## config.mk

```make
export PLATFORM = sky130hd
export DESIGN_NAME = booth_digit_accumulator
export DESIGN_NICKNAME = d
export VERILOG_FILES = /design/src/rtl/booth_pkg.sv /design/src/rtl/booth_pp_decode.sv /design/src/rtl/booth_digit_accumulator.sv
export SDC_FILE = /design/constraint.sdc
export NUM_CORES = 1
export LEC_CHECK = 0
export CORE_MARGIN = 8
export CORE_UTILIZATION = 30
export DETAILED_ROUTE_END_ITERATION = 7
export PLACE_DENSITY = 0.61
export SETUP_SLACK_MARGIN = 0.4
export SYNTH_ARGS = -nofsm -noshare
export SYNTH_HDL_FRONTEND = slang
export SYNTH_SLANG_ARGS = --single-unit
```

## constraint.sdc

```tcl
create_clock -name clk -period 6.2 [get_ports clk]
set_input_delay 1.86 -clock clk [delete_from_list [all_inputs] [get_ports clk]]
set_output_delay 1.86 -clock clk [all_outputs]
set_load 0.02 [all_outputs]
```

## src/rtl/booth_pkg.sv

```systemverilog
// Shared definitions for the radix-4 Booth digit consumer: FSM states,
// digit encodings and the strobe-to-digit decode function.
package booth_pkg;

    typedef logic [1:0] state_t;

    localparam state_t ST_IDLE = 2'd0;
    localparam state_t ST_ACC  = 2'd1;
    localparam state_t ST_DONE = 2'd2;

    localparam logic signed [2:0] DIG_ZERO = 3'b000;
    localparam logic signed [2:0] DIG_P1   = 3'b001;
    localparam logic signed [2:0] DIG_P2   = 3'b010;
    localparam logic signed [2:0] DIG_M1   = 3'b111;
    localparam logic signed [2:0] DIG_M2   = 3'b110;

    typedef struct packed {
        logic signed [2:0] value;
        logic              illegal;
    } digit_t;

    // More than one strobe high decodes to zero with the illegal flag set.
    function automatic digit_t booth_digit_value(input logic x1, input logic x2,
                                                 input logic neg1, input logic neg2);
        digit_t r;
        r.value   = DIG_ZERO;
        r.illegal = 1'b0;
        case ({x1, x2, neg1, neg2})
            4'b0000: r.value = DIG_ZERO;
            4'b1000: r.value = DIG_P1;
            4'b0100: r.value = DIG_P2;
            4'b0010: r.value = DIG_M1;
            4'b0001: r.value = DIG_M2;
            default: r.illegal = 1'b1;
        endcase
        return r;
    endfunction

endpackage

```

## src/rtl/booth_pp_decode.sv

```systemverilog
// Turns one Booth digit into its weighted 2W-bit partial product d*A*4^k.
module booth_pp_decode
    import booth_pkg::*;
#(
    parameter int WIDTH = 16,
    parameter int KW    = 3
) (
    input  logic [WIDTH-1:0]   a,
    input  logic               x1,
    input  logic               x2,
    input  logic               neg1,
    input  logic               neg2,
    input  logic [KW-1:0]      k,
    output logic [2*WIDTH-1:0] pp,
    output logic               illegal
);

    digit_t               dig;
    logic [2*WIDTH-1:0]   a_ext;
    logic [2*WIDTH-1:0]   base;

    // Sign-extend before doubling/negating so -2 * most-negative A is exact.
    always_comb begin
        dig   = booth_digit_value(x1, x2, neg1, neg2);
        a_ext = {{WIDTH{a[WIDTH-1]}}, a};
        base  = '0;
        case (dig.value)
            DIG_P1:  base = a_ext;
            DIG_P2:  base = a_ext << 1;
            DIG_M1:  base = -a_ext;
            DIG_M2:  base = -(a_ext << 1);
            default: base = '0;
        endcase
        pp      = base << {k, 1'b0};
        illegal = dig.illegal;
    end

endmodule

```

## src/rtl/booth_digit_accumulator.sv

```systemverilog
// Iterative radix-4 Booth multiplier back end: latches A, accumulates one
// digit per handshake and presents the 2W-bit product.
//   state   | meaning
//   IDLE    | waiting for a multiplicand
//   ACC     | accepting Booth digits, LSB digit first
//   DONE    | product/prod_err held until prod_ready
module booth_digit_accumulator
    import booth_pkg::*;
#(
    parameter int WIDTH = 16
) (
    input  logic               clk,
    input  logic               rst_n,
    input  logic               start_valid,
    output logic               start_ready,
    input  logic [WIDTH-1:0]   multiplicand,
    input  logic               dig_valid,
    output logic               dig_ready,
    input  logic               dig_x1,
    input  logic               dig_x2,
    input  logic               dig_neg1,
    input  logic               dig_neg2,
    input  logic               dig_last,
    output logic               prod_valid,
    input  logic               prod_ready,
    output logic [2*WIDTH-1:0] product,
    output logic               prod_err
);

    localparam int NDIG = WIDTH / 2;
    localparam int KW   = (NDIG > 2) ? $clog2(NDIG) : 1;
    localparam logic [KW-1:0] K_LAST = KW'(NDIG - 1);

    state_t               state;
    logic [WIDTH-1:0]     a_reg;
    logic [2*WIDTH-1:0]   acc;
    logic [KW-1:0]        k;
    logic                 err;
    logic [2*WIDTH-1:0]   pp;
    logic                 pp_illegal;
    logic                 k_is_last;

    booth_pp_decode #(
        .WIDTH (WIDTH),
        .KW    (KW)
    ) u_pp_decode (
        .a       (a_reg),
        .x1      (dig_x1),
        .x2      (dig_x2),
        .neg1    (dig_neg1),
        .neg2    (dig_neg2),
        .k       (k),
        .pp      (pp),
        .illegal (pp_illegal)
    );

    assign k_is_last = (k == K_LAST);

    always_ff @(posedge clk) begin
        if (!rst_n) begin
            state <= ST_IDLE;
            a_reg <= '0;
            acc   <= '0;
            k     <= '0;
            err   <= 1'b0;
        end else begin
            case (state)
                ST_IDLE: begin
                    if (start_valid) begin
                        a_reg <= multiplicand;
                        acc   <= '0;
                        k     <= '0;
                        err   <= 1'b0;
                        state <= ST_ACC;
                    end
                end
                ST_ACC: begin
                    if (dig_valid) begin
                        acc <= acc + pp;
                        k   <= k + 1'b1;
                        // A last flag off the final slot, or a final slot without
                        // one, both terminate the operation but flag it.
                        err <= err | pp_illegal | (dig_last ^ k_is_last);
                        if (dig_last || k_is_last) begin
                            state <= ST_DONE;
                        end
                    end
                end
                ST_DONE: begin
                    if (prod_ready) begin
                        state <= ST_IDLE;
                    end
                end
                default: state <= ST_IDLE;
            endcase
        end
    end

    assign start_ready = (state == ST_IDLE);
    assign dig_ready   = (state == ST_ACC);
    assign prod_valid  = (state == ST_DONE);
    assign product     = acc;
    assign prod_err    = err;

endmodule

```

==> results.md, run 1 <==
* Status: finished clean
* Fmax at 0.176 GHz
* DR top layer: met4
* DRT iter0 DRCs at 367
* Max FO, Critical Path at 8
* Placement Cell Area at 0.00668 mm^2
* Rows at 48
* Max reg flops at 32
* Pwr Total at 1.03 mW
* Area growth syn-to-layout at 42.9%
* CP required at 6390 ps
* Power Dens Cells at 140 mW/mm^2
* Critical path type: in2reg
* CTS Buf Count at 5
* Synthesis warning total at 0
* Post-synthesis area per instance at 7.57 um^2
* TritonCTS clock tree: built
* Diode count at 0
* Peak supply drop at 0.102 mV
* Hold crit path type: reg2reg
* Die Ht at 147 um
* Fraction of layout cells with a size suffix above 1 at 0.258
* Top FF cell, synth: dfxtp_1
* MaxCap Viol Count at 0
* Max clock buf depth at 2
* Core area at 0.0170 mm^2
* Net Switching at 0.339 mW
* Critical path arrival at 5860 ps
* Drc violations at 0
* Mapped Area at 0.00513 mm^2
* Vias in the first global route at 5453
* Grt ovf at 0
* Largest net degree at the start of global routing at 35
* Reg power frac at 0.370
* Die footprint at 0.0215 mm^2
* Mapped Nets at 744
* Fin cells at 1054
* Die W at 147 um
* Clock root cell: clkbuf_16
* EDFF count, synth at 0
* Setup TNS Final at 0 ps
* Netlist cell types at 71
* Routed vias/inst at 5.24
* RSZ-0062 raised after global routing: yes
* Tmin final at 5670 ps
* Hold Violations, Final at 0
* Initial antenna violation count at 0
* Hold buffers post-CTS at 0
* Total number of vias at 5523
* Synthesized flop and latch total at 54
* Met2 WL at 7720 um
* Gate power share at 0.350
* # setup viols final at 0
* Nets at 897
* CP Launch Type: primary input
* GRT Overall Usage at 0.152
* Final Cycle Share at 0.915
* Internal power at 0.688 mW
* Worst slew pin tran at 822 ps
* Worst Hold Depth at 1
* Total routed wirelength at 16600 um
* DRT Pass-1 Iters at 5
* Layout Utilization at 0.431
* CTS clk-pin slew, worst paths at 70 ps
* R2R depth at 20
* CP endpoint kind: register
* Clock skew at 6.68 ps
* Clk_lat worst skew at 310 ps
* First-pass GRT wire length at 27500 um
* Hpwl dp at 12300 um
* Initial core utilization at 0.302
* Final setup margin at 530 ps
* Syn Inst Count at 677
* ANT nets after route at 0
* Wire length on met3 at 799 um
* Net Sw Frac at 0.330
* Ys async rst share at 0
* H-tree depth at 2
* Placed Cells incl. Taps at 1029
* Clock share of power at 0.280
* IO Pins at 62
* Leakage power at 3.11 nW
* Min Hold Slack at 471 ps
* Worst relative slew slack at 0.451
* Max-slew violation count at 0
* Port bufs at 61
* Post-route cell area at 0.00732 mm^2
* CTS sink cnt at 54
* Avg WL per Cell at 15.8 um
* GP Congestion at 0.881
* M1 wire length at 7860 um
* Sequential-to-total area share from yosys stat at 0.211
* Place WS at -389 ps
==> synth_stat cells (all sizes together), types with 8 or more instances <==
library cell,n,area share
clkbuf,33,0.024
a21o,16,0.023
mux2,8,0.018
nand2,70,0.051
a21boi,19,0.028
and2,8,0.0098
nor3,23,0.022
nor2,46,0.034
mux2i,17,0.033
a21oi,49,0.048
a22oi,28,0.041
nand3,15,0.015
nor2b,33,0.040
inv,19,0.014
dfxtp,54,0.21
ha,40,0.098
a31oi,8,0.0098
o21ai,43,0.042
xnor2,19,0.032
xor2,11,0.019
==> kinds of logic after synthesis <==
logic type / Yosys count / share of synthesized area
simple gates: 237 / 0.233
compound gates: 228 / 0.299
buf+inv: 60 / 0.0471
flops: 54 / 0.211
fa+ha+maj: 42 / 0.103
xor+xnor: 30 / 0.0512
mux: 26 / 0.0551
==> routing by layer <==
| metal | GRT usage | vias to the layer above |
|---|---|---|
| met2 | 0.250 | 124 |
| met5 | 0 | - |
| met1 | 0.198 | 2581 |
| met4 | 0.0433 | 0 |
| li1 | - | 2804 |
| met3 | 0.0298 | 14 |
==> worst paths after layout <==
| check | start | to | slack [ps] |
|---|---|---|---|
| min reg2reg | state[1]$_SDFFE_PN0P_ | state[0]$_SDFFE_PN0P_ | 470 |
| max | dig_neg1 | product[30]$_SDFFE_PN0P_ | 530 |
| min | state[1]$_SDFFE_PN0P_ | state[0]$_SDFFE_PN0P_ | 470 |
| max reg2reg | a_reg[0]$_SDFFE_PN0P_ | product[30]$_SDFFE_PN0P_ | 1000 |
==> layout make-up <==
class                           count  area, um^2
Fill cell                        1744        9670
Multi-Input combinational cell    563        4160
Timing Repair Buffer              186        1590
Sequential cell                    54        1080
Tap cell                          225         282
Clock buffer                        6         139
Inverter                           20        75.1
==> critical path, stage by stage <==
cell and delay [ps]:
clkdlybuf4s15_1 190, buf_6 160, nor4b_4 340, buf_4 220, a22oi_1 80, and3_1 200
mux2_4 290, mux2_4 290, o22ai_4 170, ha_4 230, and3_4 180, and3_4 180
o211ai_1 170, a31oi_2 170, a311o_1 450, a311oi_2 350, a21oi_2 100, xnor2_1 150
o21ai_1 70
==> power by group through the flow <==
stage          registers (mW)  clock network (mW)  logic, mW
3_3_place_gp            0.386                   0      0.325
6_report                0.380               0.287      0.360
2_1_floorplan           0.380                   0      0.203
5_1_grt                 0.383               0.313      0.396
3_5_place_dp            0.386                   0      0.325
4_1_cts                 0.378               0.301      0.337
==> layout by cell type (no fill, tap or decap), drive strengths merged, types with 10 or more instances in the layout <==
master | Yosys | routed
nor2 | 46 | 46
xnor2 | 19 | 19
nand3 | 15 | 15
a21boi | 19 | 19
buf | 7 | 124
mux2i | 17 | 17
dfxtp | 54 | 54
nor3 | 23 | 23
nand2 | 70 | 70
a21o | 16 | 16
clkbuf | 33 | 10
inv | 19 | 19
nor2b | 33 | 33
clkdlybuf4s50 | 0 | 57
ha | 40 | 40
o21ai | 43 | 43
xor2 | 11 | 11
a21oi | 49 | 49
a22oi | 28 | 28
==> timing repair <==
action / 4_1_cts / 5_1_grt
endpoints found under the setup margin: 17 / 17
gates cloned: 1 / 2
resized for setup: 37 / 67
buffers inserted: 8 / 8
pin swaps: 12 / 25
No activity file was read; power rests on OpenSTA's default activity.
==> run 2, diff against run 1 <==
Settings changed: CORE_MARGIN 8 to 5.
==> results.md, run 2 (synthesis gave the netlist of run 1 again) <==
* Port bufs at 61
* Fraction of layout cells with a size suffix above 1 at 0.247
* Grt ovf at 0
* CP endpoint kind: register
* Clock root cell: clkbuf_16
* Placed Cells incl. Taps at 1027
* CP required at 6390 ps
* GP Congestion at 0.890
* GR peak layer: met2
* Critical path arrival at 5910 ps
* CP Launch Type: primary input
* DRT Pass-1 Iters at 5
* Final Cycle Share at 0.923
* Rows at 47
* Max-slew violation count at 0
* GRT Overall Usage at 0.162
* Die Ht at 141 um
* IO Pins at 62
* Sequential cell area at 0.00108 mm^2
* Peak supply drop at 0.0972 mV
* Initial core utilization at 0.307
* Place WS at -330 ps
* Most frequent cells in the layout: buf_4 (119), nand2_1 (69), clkdlybuf4s50_1 (57), dfxtp_1 (54), nor2_1 (42)
* Power Dens Cells at 146 mW/mm^2
* First-pass GRT wire length at 26900 um
* Layout Utilization at 0.435
* Max reg flops at 32
* CTS Buf Count at 5
* TritonCTS clock tree: built
* Pwr Total at 1.06 mW
* Max clock buf depth at 2
* Total number of vias at 5559
* Worst slew pin tran at 827 ps
* Initial antenna violation count at 0
* Met1 track utilization from global routing at 0.220
* H-tree depth at 2
* Routed vias/inst at 5.29
* DRT iter0 DRCs at 364
* Max FO, Critical Path at 7
* Fmax at 0.175 GHz
* RSZ-0062 raised after global routing: no
* Commonest non-fill, non-tap cell in the layout: buf_4
* Tmin final at 5720 ps
* Area growth syn-to-layout at 41.7%
* Status: finished clean
* Nets at 896
* MaxCap Viol Count at 0
* Met3 Usage GRT at 0.0278
* Avg WL per Cell at 15.4 um
* Vias in the first global route at 5577
* Diode count at 0
* Clk_lat worst skew at 310 ps
* Footprint of the multi-input gates at 0.00412 mm^2
* Critical path type: in2reg
* CTS clk-pin slew, worst paths at 70 ps
* Clock skew at 6.90 ps
* Total routed wirelength at 16200 um
* Worst relative slew slack at 0.448
* Filler cells at 1710
* Hold Violations, Final at 0
* Drc violations at 0
* Final setup margin at 477 ps
* Hpwl dp at 12200 um
* ANT nets after route at 0
* Largest net degree at the start of global routing at 35
* Die W at 141 um
* Core area at 0.0167 mm^2
* Leakage power at 3.08 nW
* Die footprint at 0.0198 mm^2
* Hold buffers post-CTS at 0
* # setup viols final at 0
* GR Layer Usage met2 at 0.267
* Hold crit path type: reg2reg
* CTS sink cnt at 54
* Fin cells at 1050
run 2: changes by cell type in the layout (fill, tap and decap cells not counted), moves of 3 or more:
cell     delta
buf_4       +5
mux2i_1     +3
mux2i_2     -3
nor2_2      +3
nor3_4      -3
run 2: layer usage:
layer	up-vias	routed length, um
met5	-	0
met4	0	194
met3	12	809
met2	127	7480
met1	2612	7670
li1	2808	-
run 2: cell type report:
class	count	share of cell area
timing repair buffer	185	0.213
clock buffer	7	0.0183
sequential	54	0.149
tap	220	0.0379
multi-input combinational	563	0.567
inverter	20	0.0103
clock inverter	1	0.00413
run 2: where the power goes:
part,internal [mW],switching (mW)
combinational,0.172,0.181
sequential,0.358,0.0213
clock,0.191,0.134
total,0.721,0.337
run 2: worst max-delay path: stages:
cell and delay (ps):
clkbuf_2 110, buf_4 150, nor4b_2 160, buf_4 160
buf_4 140, a21oi_2 110, a21oi_1 70, a221o_1 310
mux2_4 310, mux2i_4 180, buf_6 120, nand2_1 50
o21a_1 180, buf_4 150, ha_1 280, nand2_2 80
o2111a_1 230, a31oi_4 110, a311o_1 420, a311oi_2 370
a21oi_2 110, xnor2_1 180, o21ai_1 70
run 2: timing repair:
action,4_1_cts,5_1_grt
buffers inserted,10,5
pin swaps,16,27
resized for setup,36,53
setup endpoints to repair,16,14
run 2: worst paths after layout:
kind                               from                  endpoint  slack [ps]  depth (start not counted)
hold / removal    state[1]$_SDFFE_PN0P_     state[0]$_SDFFE_PN0P_         470                          1
hold reg to reg   state[1]$_SDFFE_PN0P_     state[0]$_SDFFE_PN0P_         470                          1
setup reg to reg  a_reg[0]$_SDFFE_PN0P_  product[30]$_SDFFE_PN0P_         950                         20
setup / recovery               dig_neg2  product[30]$_SDFFE_PN0P_         480                         23
run 2: metrics by stage:
| step | hold WS (ps) | area, um^2 | setup TNS [ps] |
|---|---|---|---|
| floorplan | 434 | 5140 | 0 |
| global placement | 456 | 6700 | -2250 |
| detailed placement | 460 | 6700 | -2480 |
| CTS | 467 | 7060 | 0 |
| global route | 509 | 7270 | 0 |
| finish | 466 | 7270 | 0 |
==> run 3, diff against run 2 <==
Settings changed: GPL_TIMING_DRIVEN set to 0.
==> results.md, run 3 (synthesis gave the netlist of run 1 again) <==
* Fraction of layout cells with a size suffix above 1 at 0.157
* # setup viols final at 0
* Cell-by-cell trace of the critical path: buf_4 > or4b_2 > o21ai_0 > nand2_1 > o21ai_2 > a2111oi_0 > a21oi_1 > buf_4 > mux2i_2 > o22ai_2 > ha_1 > and3_4 > o211ai_1 > buf_4 > a31oi_2 > a311o_1 > a311oi_2 > a21oi_1 > xnor2_1 > o21ai_0
* Max clock buf depth at 2
* CP Launch Type: primary input
* Most used cell along the critical path: buf_4
* CTS sink cnt at 54
* R2R depth at 21
* DRT iter0 DRCs at 362
* Clock root cell: clkbuf_16
* Drc violations at 0
* Placed Cells incl. Taps at 956
* Place WS at -902 ps
* Min Hold Slack at 468 ps
* Clk_lat worst skew at 310 ps
* Commonest non-fill, non-tap cell in the layout: nand2_1
* Filler cells at 1748
* Hold buffers post-CTS at 0
* CTS clk-pin slew, worst paths at 70 ps
* Initial antenna violation count at 0
* Clock share of power at 0.319
* Area growth syn-to-layout at 31.0%
* Largest net degree at the start of global routing at 17
* Hpwl dp at 12000 um
* TritonCTS clock tree: built
* CP max stage cell: or4b_2
* MaxCap Viol Count at 0
* CP endpoint kind: register
* Initial core utilization at 0.307
* RSZ-0062 raised after global routing: yes
* Final Cycle Share at 0.920
* Most frequent cells in the layout: nand2_1 (68), clkdlybuf4s50_1 (56), dfxtp_1 (54), nor2_1 (44), a21oi_1 (42)
* Gate power share at 0.322
* Fin cells at 979
* Nets at 825
* Max reg flops at 32
* Grt ovf at 0
* Max-slew violation count at 0
* Power Dens Cells at 154 mW/mm^2
* Vias in the first global route at 4918
* GP Congestion at 0.921
* Critical path arrival at 5900 ps
* DRT Pass-1 Iters at 6
* Worst relative slew slack at 0.532
* Net Switching at 0.344 mW
* CTS Buf Count at 5
* First-pass GRT wire length at 25400 um
* Total number of vias at 5450
* Reg power frac at 0.359
* Die W at 141 um
* Rows at 47
* H-tree depth at 2
* Pwr Total at 1.04 mW
* ANT nets after route at 0
* GRT Overall Usage at 0.156
* Hold Violations, Final at 0
* Worst Hold Depth at 2
* CP required at 6390 ps
* Routed vias/inst at 5.57
* Total routed wirelength at 16000 um
* Net Sw Frac at 0.332
* Final setup margin at 493 ps
* Leakage power at 2.60 nW
* Largest stage delay, worst path at 770 ps
* Avg WL per Cell at 16.4 um
* Max FO, Critical Path at 9
* Diode count at 0
* IO Pins at 62
* Peak supply drop at 0.0989 mV
* Die Ht at 141 um
* Tmin final at 5710 ps
* Core area at 0.0167 mm^2
* Layout Utilization at 0.402
* Critical path type: in2reg
* Die footprint at 0.0198 mm^2
* Internal power at 0.692 mW
* Status: finished clean
* Crit path buffers/inverters at 3
* Port bufs at 59
* Hold crit path type: reg2reg
* Worst slew pin tran at 702 ps
* Fmax at 0.175 GHz
* Clock skew at 7.37 ps
* CP delay by family, top: compound AO/OA/AOI/OAI gates
* CP Depth at 20
-- run 3: cell types whose count changed in the layout (fill, tap and decap cells not counted), sizes merged --
cell,before,now
clkbuf,11,35
buf,124,29
clkinvlp,0,1
clkdlybuf4s50,57,56
-- run 3: tightest hold or removal path: stages, from the launching register on --
cell and delay (ps):
dfxtp_1 330, a21oi_1 40, nor2_1 70
-- run 3: power groups by stage --
stage / clock (mW) / combinational (mW) / sequential [mW]
final: 0.331 / 0.333 / 0.372
after global routing: 0.357 / 0.364 / 0.374
after CTS: 0.341 / 0.304 / 0.371
after detailed placement: 0 / 0.291 / 0.379
after global placement: 0 / 0.290 / 0.379
after floorplan: 0 / 0.203 / 0.380
-- run 3: stage by stage --
stage | TNS, ps | instance area (um^2)
floorplan | 0 | 5140
global placement | -11210 | 6010
detailed placement | -10490 | 6010
CTS | 0 | 6380
global route | 0 | 6720
finish | 0 | 6720
-- run 3: timing repair --
| action | in CTS | in global routing |
|---|---|---|
| gates resized for setup | 57 | 72 |
| pin swaps | 13 | 13 |
| setup buffers | 9 | 6 |
| setup endpoints to repair | 21 | 15 |
| endpoints found under the hold margin | 0 | 0 |
-- run 3: area by class of cell --
type / instances / area (um^2) / area share
clock inverters: 2 / 37.5 / 0.00559
repair buffers: 74 / 694 / 0.103
flip-flops and latches: 54 / 1080 / 0.161
multi-input cells: 563 / 4210 / 0.627
plain buffers: 40 / 214 / 0.0319
well taps: 220 / 275 / 0.0410
inverters: 20 / 75.1 / 0.0112
clock buffers: 6 / 129 / 0.0192
-- run 3: final timing paths --
path	startpoint	to	slack, ps
setup / recovery	dig_neg1	product[30]$_SDFFE_PN0P_	490
hold / removal	prod_err$_SDFFE_PN0P_	prod_err$_SDFFE_PN0P_	470
setup reg to reg	a_reg[0]$_SDFFE_PN0P_	product[30]$_SDFFE_PN0P_	920
hold reg to reg	prod_err$_SDFFE_PN0P_	prod_err$_SDFFE_PN0P_	470
-- run 3: metal layers --
layer | vias to the layer above | track usage | share of wire
met2 | 188 | 0.249 | 0.46
met5 | - | 0 | 0
met4 | 0 | 0.0393 | 0.013
met1 | 2576 | 0.219 | 0.46
li1 | 2670 | - | -
met3 | 16 | 0.0281 | 0.064
